`config.mk`:
```
export PLATFORM = sky130hd
export DESIGN_NAME = cond_unit
export DESIGN_NICKNAME = d
export VERILOG_FILES = /design/src/rtl/cond_unit.sv
export SDC_FILE = /design/constraint.sdc
export NUM_CORES = 1
export LEC_CHECK = 0
export CAP_MARGIN = 20
export CORE_UTILIZATION = 31
export CTS_CLUSTER_DIAMETER = 100
export DETAILED_ROUTE_END_ITERATION = 6
export GPL_TIMING_DRIVEN = 0
export PLACE_DENSITY = 0.72
export SLEW_MARGIN = 25
export SYNTH_ARGS = -nofsm -noshare
export SYNTH_HDL_FRONTEND = slang
export SYNTH_SLANG_ARGS = --single-unit
```
`constraint.sdc`:
```
create_clock -name clk -period 1.6 [get_ports clk]
set_input_delay 0.16 -clock clk [delete_from_list [all_inputs] [get_ports clk]]
set_output_delay 0.16 -clock clk [all_outputs]
set_load 0.05 [all_outputs]
```
`src/rtl/cond_unit.sv`:
```
// Condition unit for the single-cycle core.
// Holds the architectural NZCV register, evaluates the instruction condition
// field against the stored flags, gates the PC/register/memory write-enables
// and feeds the stored carry back to the ALU.
module cond_unit #(
    parameter logic [3:0] RESET_FLAGS = 4'b0000
) (
    input  logic       clk,
    input  logic       reset_n,
    input  logic       Valid,
    input  logic [3:0] Cond,
    input  logic [3:0] ALUFlags,
    input  logic [1:0] FlagWrite,
    input  logic       PCS,
    input  logic       RegW,
    input  logic       MemW,
    input  logic       NoWrite,
    output logic       PCSrc,
    output logic       RegWrite,
    output logic       MemWrite,
    output logic       CondEx,
    output logic       CarryIn,
    output logic [3:0] Flags
);

    logic [3:0] flags_q, flags_d;
    logic       n_f, z_f, c_f, v_f;
    logic       condpass;

    assign {n_f, z_f, c_f, v_f} = flags_q;

    // Condition evaluation against the stored flags only; the executing
    // instruction never sees its own ALU flags.
    always_comb begin
        condpass = 1'b0;
        case (Cond)
            4'b0000: condpass = z_f;
            4'b0001: condpass = ~z_f;
            4'b0010: condpass = c_f;
            4'b0011: condpass = ~c_f;
            4'b0100: condpass = n_f;
            4'b0101: condpass = ~n_f;
            4'b0110: condpass = v_f;
            4'b0111: condpass = ~v_f;
            4'b1000: condpass = c_f & ~z_f;
            4'b1001: condpass = ~c_f | z_f;
            4'b1010: condpass = (n_f == v_f);
            4'b1011: condpass = (n_f != v_f);
            4'b1100: condpass = ~z_f & (n_f == v_f);
            4'b1101: condpass = z_f | (n_f != v_f);
            4'b1110: condpass = 1'b1;
            default: condpass = 1'b0;  // 1111 is treated as never
        endcase
    end

    assign CondEx   = Valid & condpass;
    assign PCSrc    = PCS & CondEx;
    assign RegWrite = RegW & CondEx & ~NoWrite;
    assign MemWrite = MemW & CondEx;

    // Next flags: each half updates independently, only for an executing instruction.
    always_comb begin
        flags_d = flags_q;
        if (CondEx) begin
            if (FlagWrite[1]) flags_d[3:2] = ALUFlags[3:2];
            if (FlagWrite[0]) flags_d[1:0] = ALUFlags[1:0];
        end
    end

    // NZCV register; async reset drops any update pending in that cycle.
    always_ff @(posedge clk or negedge reset_n) begin
        if (!reset_n) flags_q <= RESET_FLAGS;
        else          flags_q <= flags_d;
    end

    assign Flags   = flags_q;
    assign CarryIn = flags_q[1];

endmodule

```
==> results of run 1 <==
-- cell families after synthesis --
kind of cell / Yosys count
AND/OR/NAND/NOR: 22
AO/OA/AOI/OAI: 9
multiplexers: 8
buffers and inverters: 5
flip-flops: 4
XOR/XNOR: 1
-- Yosys cell counts --
| library cell | count | area (sq um) |
|---|---|---|
| xnor2_1 | 1 | 8.76 |
| mux2i_1 | 3 | 30.0 |
| buf_4 | 1 | 7.51 |
| o32ai_1 | 1 | 8.76 |
| a222oi_1 | 1 | 10.0 |
| nand2b_1 | 2 | 12.5 |
| and3b_1 | 1 | 8.76 |
| buf_2 | 1 | 5.00 |
| nor2_1 | 3 | 11.3 |
| a211oi_1 | 1 | 7.51 |
| and3_1 | 1 | 6.26 |
| inv_1 | 1 | 3.75 |
| mux2_4 | 1 | 15.0 |
| nand3_1 | 3 | 15.0 |
| nand4_1 | 2 | 12.5 |
| buf_6 | 2 | 22.5 |
| a31oi_1 | 3 | 18.8 |
| o21ai_0 | 2 | 10.0 |
| o311ai_1 | 1 | 8.76 |
| dfrtp_1 | 4 | 100 |
| mux2_2 | 4 | 45.0 |
| and2_1 | 3 | 18.8 |
| or3_1 | 1 | 6.26 |
| nand2_1 | 6 | 22.5 |
-- layer usage --
metal  vias up  wire (microns)  track usage, %  share of wire (%)
met5         -               0               0                  0
met4         0              16            16.4                1.2
met3         2              34            4.05                2.6
met2        14             694            30.0                 54
met1       234             541            20.4                 42
li1        254               -               -                  -
-- metrics by stage --
stage | instances | util (%) | total power [uW] | cell area [sq um] | hold slack (ps)
5_1_grt | 98 | 74.5 | 1450 | 872 | 145
3_5_place_dp | 86 | 59.3 | 997 | 694 | 377
6_report | 98 | 74.5 | 1370 | 872 | 128
2_1_floorplan | 49 | - | 765 | 447 | -136
4_1_cts | 97 | 70.6 | 1310 | 827 | 122
3_3_place_gp | 86 | 59.3 | 994 | 694 | 376
-- area by class of cell --
type / count / area (sq um)
Buffer: 4 / 35.0
Clock buffer: 3 / 22.5
Fill cell: 82 / 299
Inverter: 1 / 3.75
Multi-Input combinational cell: 40 / 385
Sequential cell: 4 / 105
Tap cell: 14 / 17.5
Timing Repair Buffer: 32 / 303
-- where the power goes --
group	switching, uW	leakage (uW)	internal [uW]
clock	38.4	0.0000138	83.7
combinational	529	0.000308	461
sequential	97.5	0.0000431	164
-- what timing repair did --
item | in CTS | in global routing
cloned | 1 | 0
pin swaps | 5 | 3
setup endpoints to repair | 13 | 8
buffers inserted | 7 | 2
resized for setup | 41 | 10
-- worst max-delay path, cell delays in order, from the launching register on --
cell,delay [ps]
dfrtp_2,450
xnor2_4,240
or3_1,160
nand4_1,230
a31oi_4,280
and3b_2,220
buf_8,140
-- worst max path at each step --
stage / startpoint / end / slack (ps)
detailed placement: Cond[3] / RegWrite / -1220
CTS: Flags[0] / RegWrite / -420
global placement: Cond[3] / RegWrite / -1210
floorplan: Flags[2] / RegWrite / -570
finish: Flags[0] / RegWrite / -510
global route: Flags[0] / RegWrite / -580
==> key figures, run 1 <==
Pwr
  • Leakage: 0.000365 uW
  • Power per cell area: 1570 mW/mm^2
  • VDD IR-drop max: 1.13 mV

Cells and area
  • Antenna cells: 0
  • Most common cell after layout, fill and taps aside: clkdlybuf4s50_1
  • Max reg flops: 4
  • Most frequent cells in the layout: clkdlybuf4s50_1 (12), buf_4 (8), dlygate4sd2_1 (7)
  • Layout area overhead: 110%
  • Share of cells above drive strength 1: 46.4%
  • Final #Nets: 103

Worst setup path
  • Crit Path Category: flip-flop to primary output
  • CP Launch Type: flip-flop
  • Required @ worst endpoint: 1440 ps
  • R2r endpoint: Flags[3]
  • RR Startpoint: Flags[2]
  • Crit-path max FO: 4
  • Critical path endpoint category: primary output
  • Length in cells of the worst reg-to-reg path: 7
  • Arrival @ worst endpoint: 1950 ps
  • R2R Setup Slk: -360 ps

Route
  • Final antenna-violating net count: 0
  • Iteration-0 DRC Markers: 8
  • DRC: 0
  • 1st-pass router iterations: 4
  • Total number of vias: 504
  • WL/cell: 13.1 microns
  • Vias/cell: 5.14
  • Post-Route WL: 1290 microns

CTS
  • CTS Buf Count: 3
  • H-tree depth: 1
  • CTS root buf: clkbuf_4
  • Clk buf depth: 2
  • Clk slew on worst S/H paths: 40 ps
  • CTS sink count: 4
  • TritonCTS clock tree: built
  • CTS Hold Buffers Added: 0
  • Worst skew pair latency: 230 ps

Die
  • Full die area: 0.00149 sq mm
  • Core ar.: 0.00117 sq mm
  • Die H: 38.6 microns
  • Initial Util: 35.5%
  • Num ports: 26
  • Die width: 38.6 microns
  • # rows: 12

STA
  • Slew Viols, Final: 0
  • Final worst setup slack: -510 ps
  • Fmax: 474 MHz
  • Headroom to the max-slew limit: 67.0%
  • Final Hold Fails: 0
  • Actual transition at the worst max-transition pin: 497 ps
  • Min cycle time layout: 2110 ps
  • Clock skew: 1.44 ps
  • Crit share post-route: 132%
  • Final setup viols: 8
  • Setup TNS: -3160 ps
  • RSZ-0062 raised after global routing: yes

Placement
  • GPL Wtd Cong: 0.739
  • Place WS: -1220 ps
  • Port buffer count: 23
  • Hpwl dp: 792 microns

Status
  • Run status: finished, violations left
  • Violated checks: setup timing

Synthesis
  • Yosys warnings: 0
  • Synth Instances: 49
  • Main combinational cell family by area after synthesis: simple AND/OR/NAND/NOR gates
  • Synthesis-stage register bit count: 4
  • Synth Area in Adders: 0%
  • Synth Net Count: 66
  • Seq/Total Area, Yosys: 24.1%
  • Post-Synth XOR/XNOR Area: 2.11%
  • Synthesized area: 415 sq um
  • Library cells used by synthesis: 24
  • Simple-gate share of the synthesized area: 27.4%
  • Synth Area in Compound Gates: 15.4%
  • Syn Area/Cell: 8.48 sq um
  • Multiplexer share of the synthesized area: 21.7%

Worst hold path
  • Hold WC Path Type: primary input to asynchronous set/reset pin

Global routing
  • Vias in the first global route: 472
  • Largest net degree at the start of global routing: 10
  • Antenna violations before repair: 0
  • First-pass GRT wire length: 1840 microns
  • Tot GR Track Use: 18.7%
  • Congestion Overflow GR: 0

Flow run
  • Max-Cap Viols: 0
(Power assumes the default switching activity.)
==> run 2, diff against run 1 <==
- CAP_MARGIN: 20 -> 10
==> results of run 2 <==
Final layout, timing and power as in run 1 (identical DEF).
